<file path="config.mk">
export PLATFORM = sky130hd
export DESIGN_NAME = rx_bit_decoder_usb_flat
export DESIGN_NICKNAME = d
export VERILOG_FILES = /design/src/rtl/rx_bit_decoder_usb_if.sv /design/src/rtl/rx_bit_decoder_usb.sv /design/src/flat_wrapper.sv
export SDC_FILE = /design/constraint.sdc
export NUM_CORES = 1
export LEC_CHECK = 0
export CAP_MARGIN = 20
export CORE_MARGIN = 2
export CORE_UTILIZATION = 45
export DETAILED_ROUTE_END_ITERATION = 10
export PLACE_DENSITY = 0.79
export SLEW_MARGIN = 10
export SYNTH_ARGS = -nofsm -noshare
export SYNTH_HDL_FRONTEND = slang
export SYNTH_SLANG_ARGS = --single-unit
</file>
<file path="constraint.sdc">
create_clock -name clk -period 5.3 [get_ports clk]
set_input_delay 1.06 -clock clk [delete_from_list [all_inputs] [get_ports clk]]
set_output_delay 1.06 -clock clk [all_outputs]
set_load 0.02 [all_outputs]
</file>
<file path="src/rtl/rx_bit_decoder_usb_if.sv">
// ----------------------------------------------------------------------------
// rx_bit_decoder_usb_if
// Purpose : groups the USB receive front-end pins and decoded outputs.
// Signals : d_plus, d_minus      raw asynchronous USB line inputs
//           d_edge               1-cycle pulse on any synchronized D+ transition
//           eop                  level, high while the receiver is in EOP
//           shift_enable         1-cycle pulse per decoded, non-stuffed bit
//           byte_recieved        1-cycle pulse, rx_packet_data holds a full byte
//           rx_packet_data[7:0]  assembled byte, first received bit in bit 0
//           stuff_err            bit-stuff violation pulse (RX_STUFF_ERR_EN only)
// Modports: master = decoder side, slave = line driver / consumer side.
// Config  : RX_STUFF_ERR_EN adds stuff_err.
// ----------------------------------------------------------------------------
interface rx_bit_decoder_usb_if;
    logic       d_plus;
    logic       d_minus;
    logic       d_edge;
    logic       eop;
    logic       shift_enable;
    logic       byte_recieved;
    logic [7:0] rx_packet_data;
`ifdef RX_STUFF_ERR_EN
    logic       stuff_err;

    modport master (
        input  d_plus, d_minus,
        output d_edge, eop, shift_enable, byte_recieved, rx_packet_data, stuff_err
    );
    modport slave (
        output d_plus, d_minus,
        input  d_edge, eop, shift_enable, byte_recieved, rx_packet_data, stuff_err
    );
`else
    modport master (
        input  d_plus, d_minus,
        output d_edge, eop, shift_enable, byte_recieved, rx_packet_data
    );
    modport slave (
        output d_plus, d_minus,
        input  d_edge, eop, shift_enable, byte_recieved, rx_packet_data
    );
`endif
endinterface

</file>
<file path="src/rtl/rx_bit_decoder_usb.sv">
// ----------------------------------------------------------------------------
// rx_bit_decoder_usb
// Purpose : USB receive front end. Synchronizes D+/D-, recovers bit timing,
//           NRZI-decodes, strips stuffed bits, assembles LSB-first bytes and
//           flags EOP for rx_rcu_usb.
// Ports   : clk  system clock
//           rst  synchronous active-high reset
//           bus  rx_bit_decoder_usb_if.master (line inputs, decoded outputs)
// Params  : CLKS_PER_BIT  clk cycles per USB bit time (even, >= 4)
// Config  : RX_STUFF_ERR_EN  enables stuff_err and the error/EOP-wait state.
// ----------------------------------------------------------------------------
module rx_bit_decoder_usb #(
    parameter int unsigned CLKS_PER_BIT = 8
) (
    input  logic                 clk,
    input  logic                 rst,
    rx_bit_decoder_usb_if.master bus
);
    localparam int unsigned TIMER_W = (CLKS_PER_BIT > 2) ? $clog2(CLKS_PER_BIT) : 1;
    localparam logic [TIMER_W-1:0] TIMER_MID  = TIMER_W'(CLKS_PER_BIT / 2);
    localparam logic [TIMER_W-1:0] TIMER_LAST = TIMER_W'(CLKS_PER_BIT - 1);
    localparam logic [2:0] ONES_STUFF = 3'd6;

    localparam logic [1:0] ST_IDLE   = 2'd0;
    localparam logic [1:0] ST_ACTIVE = 2'd1;
    localparam logic [1:0] ST_EOP    = 2'd2;
`ifdef RX_STUFF_ERR_EN
    localparam logic [1:0] ST_ERR    = 2'd3;
`endif

    logic               s1_dp_q, s1_dp_d, s2_dp_q, s2_dp_d;
    logic               s1_dm_q, s1_dm_d, s2_dm_q, s2_dm_d;
    logic               d_edge_q, d_edge_d;
    logic [TIMER_W-1:0] timer_q, timer_d;
    logic [1:0]         state_q, state_d;
    logic               prev_bit_q, prev_bit_d;
    logic [2:0]         ones_q, ones_d;
    logic [2:0]         bitcnt_q, bitcnt_d;
    logic [7:0]         data_q, data_d;
    logic               shift_q, shift_d;
    logic               byte_q, byte_d;
    logic               eop_q, eop_d;
`ifdef RX_STUFF_ERR_EN
    logic               stuff_err_q, stuff_err_d;
`endif

    logic strobe;
    logic se0;
    logic line_j;
    logic nrzi_bit;

    // State and datapath registers; sync chain and prev_bit reset to the J line state.
    always_ff @(posedge clk) begin
        if (rst) begin
            s1_dp_q     <= 1'b1;
            s2_dp_q     <= 1'b1;
            s1_dm_q     <= 1'b0;
            s2_dm_q     <= 1'b0;
            d_edge_q    <= 1'b0;
            timer_q     <= '0;
            state_q     <= ST_IDLE;
            prev_bit_q  <= 1'b1;
            ones_q      <= '0;
            bitcnt_q    <= '0;
            data_q      <= '0;
            shift_q     <= 1'b0;
            byte_q      <= 1'b0;
            eop_q       <= 1'b0;
`ifdef RX_STUFF_ERR_EN
            stuff_err_q <= 1'b0;
`endif
        end else begin
            s1_dp_q     <= s1_dp_d;
            s2_dp_q     <= s2_dp_d;
            s1_dm_q     <= s1_dm_d;
            s2_dm_q     <= s2_dm_d;
            d_edge_q    <= d_edge_d;
            timer_q     <= timer_d;
            state_q     <= state_d;
            prev_bit_q  <= prev_bit_d;
            ones_q      <= ones_d;
            bitcnt_q    <= bitcnt_d;
            data_q      <= data_d;
            shift_q     <= shift_d;
            byte_q      <= byte_d;
            eop_q       <= eop_d;
`ifdef RX_STUFF_ERR_EN
            stuff_err_q <= stuff_err_d;
`endif
        end
    end

    // Synchronizer, bit timing, NRZI decode, destuffing and packet FSM.
    always_comb begin
        s1_dp_d    = bus.d_plus;
        s2_dp_d    = s1_dp_q;
        s1_dm_d    = bus.d_minus;
        s2_dm_d    = s1_dm_q;
        // Registering s1^s2 yields exactly s2^s3 of a three-flop D+ chain.
        d_edge_d   = s1_dp_q ^ s2_dp_q;
        timer_d    = timer_q;
        state_d    = state_q;
        prev_bit_d = prev_bit_q;
        ones_d     = ones_q;
        bitcnt_d   = bitcnt_q;
        data_d     = data_q;
        shift_d    = 1'b0;
        // Byte completes one cycle after the shift that wrapped bitcnt to 0.
        byte_d     = shift_q && (bitcnt_q == 3'd0);
        eop_d      = eop_q;
`ifdef RX_STUFF_ERR_EN
        stuff_err_d = 1'b0;
`endif

        se0      = !s2_dp_q && !s2_dm_q;
        line_j   = s2_dp_q && !s2_dm_q;
        nrzi_bit = (s2_dp_q == prev_bit_q);

        // Every edge resyncs the timer so the strobe lands mid-bit.
        if (state_q == ST_IDLE || d_edge_q) begin
            timer_d = '0;
        end else if (timer_q == TIMER_LAST) begin
            timer_d = '0;
        end else begin
            timer_d = timer_q + TIMER_W'(1);
        end

        strobe = (state_q != ST_IDLE) && (timer_q == TIMER_MID) && !d_edge_q;

        if (strobe && !se0) begin
            prev_bit_d = s2_dp_q;
        end

        case (state_q)
            ST_IDLE: begin
                if (d_edge_q) begin
                    state_d = ST_ACTIVE;
                end
            end
            ST_ACTIVE: begin
                if (strobe) begin
                    if (se0) begin
                        eop_d   = 1'b1;
                        state_d = ST_EOP;
                    end else if (ones_q == ONES_STUFF) begin
                        // Stuffed position: bit is dropped, only the run counter clears.
                        ones_d = '0;
`ifdef RX_STUFF_ERR_EN
                        if (nrzi_bit) begin
                            stuff_err_d = 1'b1;
                            state_d     = ST_ERR;
                        end
`endif
                    end else begin
                        shift_d  = 1'b1;
                        data_d   = {nrzi_bit, data_q[7:1]};
                        ones_d   = nrzi_bit ? ones_q + 3'd1 : 3'd0;
                        bitcnt_d = bitcnt_q + 3'd1;
                    end
                end
            end
            ST_EOP: begin
                // A K strobe here is left for rx_rcu_usb to treat as an error.
                if (strobe && line_j) begin
                    state_d    = ST_IDLE;
                    eop_d      = 1'b0;
                    bitcnt_d   = '0;
                    ones_d     = '0;
                    prev_bit_d = 1'b1;
                end
            end
`ifdef RX_STUFF_ERR_EN
            ST_ERR: begin
                // Wait out the corrupt packet until a real SE0 arrives.
                if (strobe && se0) begin
                    eop_d   = 1'b1;
                    state_d = ST_EOP;
                end
            end
`endif
            default: begin
                state_d = ST_IDLE;
            end
        endcase
    end

    assign bus.d_edge         = d_edge_q;
    assign bus.eop            = eop_q;
    assign bus.shift_enable   = shift_q;
    assign bus.byte_recieved  = byte_q;
    assign bus.rx_packet_data = data_q;
`ifdef RX_STUFF_ERR_EN
    assign bus.stuff_err      = stuff_err_q;
`endif

endmodule
</file>
<file path="src/flat_wrapper.sv">
// flat-port wrapper written by rule: the top's interface ports become plain ports
module rx_bit_decoder_usb_flat 
#(
    parameter int unsigned CLKS_PER_BIT = 8
)
  (clk, rst, bus_d_plus, bus_d_minus, bus_d_edge, bus_eop, bus_shift_enable, bus_byte_recieved, bus_rx_packet_data);
  rx_bit_decoder_usb_if bus_i ();
  input  logic clk;
  input  logic rst;
  input wire logic [$bits(bus_i.d_plus)-1:0] bus_d_plus;
  input wire logic [$bits(bus_i.d_minus)-1:0] bus_d_minus;
  output wire logic [$bits(bus_i.d_edge)-1:0] bus_d_edge;
  output wire logic [$bits(bus_i.eop)-1:0] bus_eop;
  output wire logic [$bits(bus_i.shift_enable)-1:0] bus_shift_enable;
  output wire logic [$bits(bus_i.byte_recieved)-1:0] bus_byte_recieved;
  output wire logic [$bits(bus_i.rx_packet_data)-1:0] bus_rx_packet_data;
  assign bus_i.d_plus = bus_d_plus;
  assign bus_i.d_minus = bus_d_minus;
  assign bus_d_edge = bus_i.d_edge;
  assign bus_eop = bus_i.eop;
  assign bus_shift_enable = bus_i.shift_enable;
  assign bus_byte_recieved = bus_i.byte_recieved;
  assign bus_rx_packet_data = bus_i.rx_packet_data;
  rx_bit_decoder_usb #(.CLKS_PER_BIT(CLKS_PER_BIT)) u_core (.clk(clk), .rst(rst), .bus(bus_i));
endmodule
</file>
# Yosys cells after proc, flatten, opt, wreduce, memory -nomap -nowiden
# Index checks and enable logic that the tools add are counted.
classes:
  n_reduce_logical: 23
  multipliers: 0
  eq_ne: 12
  bitwise: 5
  shifts: 0
  n_lt_le_gt_ge: 0
  muxes: 23
  n_div: 0
  add_sub_neg: 3
ops:
  columns: ["operator", "count"]
  rows:
  - ["2-to-1 mux 3 bit", 8]
  - ["AND reduction 4 bit", 4]
  - ["one-hot mux 3 bit (2 select lines)", 2]
  - ["adder 3 x 1 -> 3 bit (second input constant)", 3]
  - ["equality test 3 bit (second input constant)", 3]
  - ["2-to-1 mux 2 bit", 4]
  - ["!= test 2 x 1 -> 1 bit (second input constant)", 4]
  - ["logical AND 1 bit", 7]
  - ["2-to-1 mux 1 bit", 7]
  - ["one-hot mux 2 bit (3 select lines)", 1]
  - ["AND reduction 5 bit", 1]
  - ["zero test 1 bit", 4]
  - ["!= test 2 bit (second input constant)", 2]
  - ["inverter 1 bit", 4]
  - ["nonzero test 2 bit", 2]
  - ["OR reduction 4 bit", 1]
  - ["zero test 3 bit", 1]
  - ["OR reduction 3 bit", 1]
  - ["equality test 2 x 1 -> 1 bit (second input constant)", 1]
  - ["equality test 2 bit (second input constant)", 1]
  - ["zero test 2 bit", 1]
  - ["one-hot mux 1 bit (2 select lines)", 1]
  - ["equality test 1 bit", 1]
  - ["logical OR 1 bit", 1]
  - ["bitwise XOR 1 bit", 1]
totals:
  ff_bits: 28
  mem_count: 0
  out_inout_bits: 12
  mem_bits_rw: 0
  rom_bits: 0
  latchBits: 0
  word_cells: 80

# Depth between registers and ports, before layout
# Gate-level depths: netlist of run 1.
logic_depth:
  depth_word: 7
  depth_mapped: 7

# Least setup slack after synthesis of run 1
# Ideal clock, no wire load.
synth_timing:
  path_type: "input port to flip-flop"
  start: "in rst"
  end: "reg u_core.s1_dp_q"
  slack_ns: 3.465
  arrival_ns: 1.711
  t_required_ns: 5.177
  setup_ns: 0.123
  path_stages: 3
  path_cell_list: "clkbuf_1 clkbuf_1 or2_2"
synth_lines:
  columns: ["item", "line_no", "rtl"]
  rows:
  - ["start, declared", "flat_wrapper.sv:9", "input logic rst;"]
  - ["end signal, assigned", "rx_bit_decoder_usb.sv:73", "s1_dp_q <= s1_dp_d;"]
  - ["end, declared", "rx_bit_decoder_usb.sv:31", "logic s1_dp_q, s1_dp_d, s2_dp_q, s2_dp_d;"]
# No word-level cell between the ends.

# Worst setup path after layout of run 1
layout_timing:
  start: "reg u_core.d_edge_q, in the netlist u_core.bus.d_edge"
  end: "out bus_d_edge"
layout_lines:
  columns: ["item", "line_no", "rtl"]
  rows:
  - ["start, declared", "rx_bit_decoder_usb.sv:33", "logic d_edge_q, d_edge_d;"]
  - ["start signal, assigned", "rx_bit_decoder_usb.sv:77", "d_edge_q <= d_edge_d;"]
  - ["end, declared", "flat_wrapper.sv:12", "output wire logic [$bits(bus_i.d_edge)-1:0] bus_d_edge;"]
# No word-level cell between the ends.

==> results of run 1 <==
## area by class of cell
cell class              instances  area [um2]
clock buffers                   4        36.3
fillers                       220        1090
inverters                       6        22.5
multi-input cells              82         606
flip-flops and latches         28         561
well taps                      30        37.5
repair buffers                 15         150
## state kept, by name, summed over array words and instances, names as in the netlist, 2 cells and up
| signal | flops |
|---|---|
| u_core.bus.rx_packet_data | 8 |
| u_core.bitcnt_q | 3 |
| u_core.ones_q | 3 |
| u_core.timer_q | 3 |
| u_core.state_q | 2 |
## power breakdown
group | switching (mW) | total (mW) | internal (mW)
registers | 0.00329 | 0.217 | 0.214
logic | 0.0108 | 0.0198 | 0.00894
clock network | 0.0611 | 0.103 | 0.0421
total | 0.0752 | 0.340 | 0.265
## stage by stage
| stage | util, % | area (um2) | std cells |
|---|---|---|---|
| 2_1_floorplan | - | 1200 | 120 |
| 5_1_grt | 56.5 | 1410 | 165 |
| 3_3_place_gp | 55.1 | 1380 | 161 |
| 3_5_place_dp | 55.1 | 1380 | 161 |
| 4_1_cts | 56.5 | 1410 | 165 |
| 6_report | 56.5 | 1410 | 165 |
## layer usage
layer,wire length [um],up-vias,track usage [%]
li1,-,457,-
met1,986,429,19.2
met2,1050,23,25.7
met3,80,5,2.79
met4,48,0,8.01
met5,0,-,0
## cells in the final DEF, fill, tap and decap left out, types with 2 or more instances in the layout
cell type	n
inv_1	6
and2_1	4
clkdlybuf4s50_1	15
clkbuf_4	3
o21ai_0	4
dfxtp_1	28
nand2b_1	4
ha_1	7
nand4b_1	3
mux2i_1	7
nor2b_1	4
o31ai_1	4
nor2_1	15
nor4_1	3
nand4_1	2
a21oi_1	4
or2_2	2
## worst max-delay path by stage
stage	start	to	slack, ps	cells past startpoint
final	u_core.bus.d_edge	bus_d_edge	2850	1
after global routing	rst	u_core.timer_q[0]	2750	3
after CTS	u_core.bus.d_edge	bus_d_edge	2840	1
after detailed placement	rst	u_core.timer_q[0]	2570	3
after global placement	rst	u_core.timer_q[2]	2660	3
after floorplan	rst	u_core.s1_dp_q	3470	3
## cells by family (layout without fill, tap and decap cells)
kind of cell	after synthesis	in the layout	share of synthesized area, %
muxes	7	7	5.82
and+or+nand+nor	46	46	24.1
buffers and inverters	10	25	3.12
AOI/OAI and AO/OA	20	20	11.6
adders and majority gates	7	7	7.28
DFF	28	28	46.6
xor gates and xnor gates	2	2	1.46
==> qor.csv, run 1 <==
metric;value;unit
via count;914;
Die Y;55.7;um
Worst setup SP type;register;
Hold Path Depth;1;
Fin. Hold Viols;0;
Worst Tran Pin Value;905;ps
yosys warns;0;
Resized cells post-CTS;0;
final setup fails;0;
setup TNS;0;ps
largest area contributor in the netlist;dfxtp_1;
CP peak stage delay;630;ps
GRT overflow;0;
row count;18;
initial antenna violation count;0;
synth cell count leaders;dfxtp_1 (28), nor2_1 (15), ha_1 (7), mux2i_1 (7), inv_1 (6);
Synth Register Bits;28;
largest cells by area after synthesis;dfxtp_1 (47%), ha_1 (7.3%), mux2i_1 (5.8%), nor2_1 (4.7%), o31ai_1 (2.5%);
clk root buf;clkbuf_4;
io pins;16;
Reg2Reg Depth;6;
reg-to-reg startpoint;u_core.ones_q[0];
CTS Hold Buffers Added;0;
Yosys cell types;35;
top-area cell type share of the netlist area;46.6;%
HP Class;reg -> reg;
Slew headroom;39.5;%
Hold Path Sink;u_core.s2_dm_q;
critical path required time;4240;ps
largest net degree at the start of global routing;28;
syn_area_per_cell;10.0;um2
worst skew pair latency;330;ps
CTS tree;done;
fin nets;147;
final setup margin;2850;ps
Clock Skews;6.57;ps
WL final;2.16;mm
Post-synth EDFFs;0;
input/output buffers;15;
dpl hpwl;1.58;mm
Setup Crit Path Kind;reg -> out;
Post-Syn Area;1200;um2
Crit path max-delay family;buffers and inverters;
# Max-Cap Violations;0;
Ant. Diodes;0;
worst hold start;u_core.s1_dm_q;
fmax;408;MHz
P_leak;0.520;nW
Crit-path slowest cell;clkdlybuf4s50_1;
DRC;0;
cts bufs inserted;3;
count leader, synth;dfxtp_1;
CTS sink count;28;
layout cell share with drive strength beyond 1;7.41;%
number of global-route vias before repair;896;
antenna-violating nets left;0;
RR Endpoint;u_core.bitcnt_q[2];
crit-path max FO;5;
die area;3100;um2
Mapped Nets;131;
status;completed;
synth-to-layout area growth;17.4;%
P per Cell Area;241;nW/um2
WL/cell;13.1;um
Post-CTS Setup Inserts;0;
max-slew violations;0;
Post-Place Setup Slack;2570;ps
top_reg_cell synth;dfxtp_1;
Critical path buffers and inverters;1;
r2r setup slk;3260;ps
register area share after synthesis;46.6;%
routability congestion estimate;0.812;
Critical Path End Type;primary output;
GRT Util Overall;15.5;%
Async S/R FF share, synth;0;%
1st-pass router iterations;4;
Min Hold Slack;468;ps
Peak VDD IR;0.000187;V
critical path arrival;1390;ps
routed vias/inst;5.54;
Detailed Route Iter0 Violations;18;
initial core utilization;48.1;%
clk slew on worst S/H paths;140;ps
CTS Buffer Depth;2;
Syn Inst Count;120;
Period minus WS final;2450;ps
first-pass GRT wire length;3.86;mm
core box area;2500;um2
period utilization;46.3;%
post-layout total power;0.340;mW
RSZ-0062 raised after global routing;false;
die width;55.7;um
crit-path cells;clkdlybuf4s50_1;
H-tree depth;1;
Power figures use the tool's default switching activity.
==> run 2: changes to the inputs <==
==> constraint.sdc (replaced) <==
create_clock -name clk -period 2.41 [get_ports clk]
set_input_delay 0.482 -clock clk [delete_from_list [all_inputs] [get_ports clk]]
set_output_delay 0.482 -clock clk [all_outputs]
set_load 0.02 [all_outputs]
==> run 2 against run 1 <==
Clock skew barely moved. Hold slack lost 11 ps. Largest power group unchanged. Sequential power grew 120%. Clock-buffer cell count is 1 lower.
==> qor.csv, run 2 (synthesized netlist as in run 1, its figures left out) <==
metric;value;unit
status;completed;
GRT overflow;0;
Critical Path End Type;register;
final setup margin;401;ps
period utilization;83.4;%
dpl hpwl;1.59;mm
Setup Crit Path Kind;reg -> reg;
critical path arrival;2270;ps
filler instances;212;
initial core utilization;48.1;%
CTS Buffer Depth;2;
P per Cell Area;582;nW/um2
routed vias/inst;5.50;
Crit-path slowest cell;nor4_4;
crit-path max FO;9;
die width;55.7;um
1st-pass router iterations;4;
most frequent cells in the layout;dfxtp_1 (28), nor2_1 (15), clkdlybuf4s50_1 (15);
first-pass GRT wire length;4.01;mm
Detailed Route Iter0 Violations;17;
RSZ-0062 raised after global routing;false;
worst hold start;u_core.s1_dm_q;
Fin. Hold Viols;0;
setup TNS;0;ps
# Max-Cap Violations;0;
antenna-violating nets left;0;
Worst Tran Pin Value;648;ps
routability congestion estimate;0.830;
final instance area;1440;um2
CP peak stage delay;620;ps
core box area;2500;um2
reg-to-reg startpoint;u_core.ones_q[0];
Post-Place Setup Slack;415;ps
Ant. Diodes;0;
r2r setup slk;400;ps
Reg2Reg Depth;6;
Crit path max-delay family;simple AND/OR/NAND/NOR gates;
leading cell type in the layout, fill and taps excluded;dfxtp_1;
input/output buffers;15;
final setup fails;0;
largest net degree at the start of global routing;23;
fin nets;148;
Die Y;55.7;um
via count;913;
Hold Path Sink;u_core.s2_dm_q;
clk root buf;clkbuf_4;
CTS tree;done;
CTS sink count;28;
synth-to-layout area growth;19.3;%
worst skew pair latency;330;ps
Resized cells post-CTS;0;
crit-path cells;inv_1, ha_1, and2_1, nor4_4, a31oi_1, a311oi_2;
clk slew on worst S/H paths;160;ps
Peak VDD IR;0.000461;V
P_leak;0.532;nW
fmax;498;MHz
Worst setup SP type;register;
post-layout total power;0.836;mW
H-tree depth;1;
DRC;0;
Clock Skews;6.88;ps
Critical path buffers and inverters;1;
layout cell share with drive strength beyond 1;8.09;%
Post-CTS Setup Inserts;0;
Hold Path Depth;1;
critical path required time;2670;ps
HP Class;reg -> reg;
initial antenna violation count;0;
placed cell areas;1380;um2
CTS Hold Buffers Added;0;
Largest register FFs;8;
io pins;16;
RR Endpoint;u_core.bitcnt_q[2];
row count;18;
cts bufs inserted;3;
WL/cell;13.7;um
number of global-route vias before repair;896;
Slew headroom;56.5;%
die area;3100;um2
WL final;2.28;mm
max-slew violations;0;
GRT Util Overall;15.6;%
Period minus WS final;2010;ps
run 2: how the worst max path moves through the flow:
stage / from / end / slack [ps] / cells past startpoint
6_report: u_core.ones_q[0] / u_core.bitcnt_q[2] / 400 / 6
5_1_grt: u_core.ones_q[0] / u_core.bitcnt_q[2] / 300 / 6
4_1_cts: u_core.ones_q[0] / u_core.bitcnt_q[2] / 380 / 6
3_5_place_dp: u_core.ones_q[0] / u_core.bitcnt_q[2] / 420 / 6
3_3_place_gp: u_core.ones_q[0] / u_core.bitcnt_q[2] / 550 / 6
2_1_floorplan: u_core.ones_q[0] / u_core.bitcnt_q[2] / 600 / 7
run 2: per-layer routing:
| layer | global-route usage, % | vias up | routed length [um] |
|---|---|---|---|
| met4 | 4.53 | 0 | 12 |
| met1 | 20.1 | 431 | 1050 |
| met3 | 1.86 | 2 | 73 |
| li1 | - | 454 | - |
| met5 | 0 | - | 0 |
| met2 | 27.2 | 26 | 1140 |
run 2: through the flow:
step	util [%]	std cells	hold slack, ps
floorplan	-	120	412
global placement	55.4	162	419
detailed placement	55.4	162	426
CTS	57.5	166	457
global route	57.5	166	473
finish	57.5	166	456
run 2: cell type report:
class	count	area [um2]	area share, %
Multi-Input combinational cell	82	606	42.2
Sequential cell	28	561	39.0
Inverter	6	22.5	1.57
Timing Repair Buffer	16	158	11.0
Tap cell	30	37.5	2.61
Clock buffer	3	22.5	1.57
Clock inverter	1	30.0	2.09
run 2: power by group:
part / total (mW) / switching [mW] / internal [mW]
registers: 0.479 / 0.00790 / 0.471
logic: 0.0458 / 0.0250 / 0.0207
clock network: 0.311 / 0.143 / 0.168
total: 0.836 / 0.176 / 0.660
==> run 3: changes to the inputs <==
--- a/config.mk
+++ b/config.mk
@@ -9,7 +9,7 @@
 export CORE_MARGIN = 2
 export CORE_UTILIZATION = 45
 export DETAILED_ROUTE_END_ITERATION = 10
-export PLACE_DENSITY = 0.79
+export PLACE_DENSITY = 0.82
 export SLEW_MARGIN = 10
 export SYNTH_ARGS = -nofsm -noshare
 export SYNTH_HDL_FRONTEND = slang
==> constraint.sdc (replaced) <==
create_clock -name clk -period 1.6 [get_ports clk]
set_input_delay 0.32 -clock clk [delete_from_list [all_inputs] [get_ports clk]]
set_output_delay 0.32 -clock clk [all_outputs]
set_load 0.02 [all_outputs]
==> run 3 against run 2 <==
The run now ends with negative setup slack left. Routed wire length is 6.4% higher. Non-clock buffer count is 14 higher. Combinational power is 87% higher. First-iteration DRC count is 24% higher. Critical endpoint unchanged.
==> qor.csv, run 3 (synthesized netlist as in run 1, its figures left out) <==
metric;value;unit
Peak VDD IR;0.000607;V
most frequent cells in the layout;dfxtp_1 (24), nor2_1 (14), buf_4 (12);
antenna-violating nets left;0;
Worst Tran Pin Value;361;ps
H-tree depth;1;
fin nets;162;
# Max-Cap Violations;0;
routed vias/inst;5.38;
cts bufs inserted;3;
Slew headroom;75.7;%
layout cell share with drive strength beyond 1;27.5;%
Worst setup SP type;register;
critical path arrival;1940;ps
Period minus WS final;1700;ps
final setup fails;10;
max-slew violations;0;
P_leak;0.667;nW
WL final;2.42;mm
crit-path max FO;2;
worst skew pair latency;310;ps
post-layout total power;1.08;mW
GRT overflow;0;
die width;55.7;um
RSZ-0062 raised after global routing;true;
dpl hpwl;1.80;mm
leading cell type in the layout, fill and taps excluded;dfxtp_1;
DRC;0;
HP Class;reg -> reg;
Post-Place Setup Slack;-198;ps
failing checks;negative setup slack;
synth-to-layout area growth;31.8;%
cell count after placement;174;
die area;3100;um2
r2r setup slk;-100;ps
clk root buf;clkbuf_4;
routability congestion estimate;0.842;
Min Hold Slack;479;ps
Ant. Diodes;0;
filler instances;201;
period utilization;106;%
P per Cell Area;682;nW/um2
critical path required time;1840;ps
first-pass GRT wire length;4.19;mm
CTS tree;done;
final setup margin;-103;ps
input/output buffers;15;
utilization after layout;63.5;%
via count;963;
largest net degree at the start of global routing;19;
initial core utilization;48.1;%
Critical Path End Type;register;
Fin. Hold Viols;0;
number of global-route vias before repair;972;
fmax;587;MHz
Die Y;55.7;um
Largest register FFs;8;
Clock Skews;1.69;ps
Setup Crit Path Kind;reg -> reg;
io pins;16;
non-filler cells, final;179;
WL/cell;13.5;um
CTS Buffer Depth;2;
GRT Util Overall;16.7;%
core box area;2500;um2
CTS sink count;28;
status;finished, violations left;
initial antenna violation count;0;
Detailed Route Iter0 Violations;21;
1st-pass router iterations;4;
clk slew on worst S/H paths;140;ps
row count;18;
## run 3: layout make-up
class	count	area, um2	area share, %
sequential	28	566	35.6
clock buffer	3	22.5	1.42
timing repair buffer	30	273	17.2
inverter	6	22.5	1.42
multi-input combinational	82	666	42.0
tap	30	37.5	2.37
## run 3: worst paths after layout
check | from | end | cells past startpoint
hold / removal | u_core.s1_dm_q | u_core.s2_dm_q | 1
setup / recovery | u_core.timer_q[1] | u_core.bitcnt_q[2] | 8
setup reg to reg | u_core.timer_q[1] | u_core.bitcnt_q[2] | 8
hold reg to reg | u_core.s1_dm_q | u_core.s2_dm_q | 1
## run 3: per-layer routing
metal | vias to the layer above | routed length, um | GRT usage, %
met1 | 453 | 1050 | 20.2
met2 | 22 | 1240 | 29.9
met5 | - | 0 | 0
met4 | 0 | 36 | 4.53
met3 | 4 | 98 | 3.49
li1 | 484 | - | -
## run 3: repair_timing
item | 4_1_cts | 5_1_grt
pin swaps | 7 | 9
hold buffers | 0 | 0
buffers inserted | 1 | 1
endpoints found under the setup margin | 21 | 14
gates resized for setup | 14 | 6
## run 3: where the power goes
group          internal [mW]  leakage, nW  switching (mW)
clock network         0.0880       0.0138           0.190
registers              0.710        0.229         0.00912
logic                 0.0411        0.425          0.0447
total                  0.839        0.667           0.243
## run 3: worst max-delay path, stage by stage, from the launching register on
cell	delay (ps)
dfxtp_2	350
inv_2	60
ha_4	140
nand3b_4	80
buf_6	130
nor4_4	330
buf_4	180
nand4b_1	110
a311oi_2	240
## run 3: per-stage QoR
step / cell area (um2) / TNS (ps)
after floorplan: 1250 / -295
final: 1590 / -223
after global placement: 1520 / -738
after CTS: 1560 / -294
after detailed placement: 1520 / -1370
after global routing: 1590 / -987
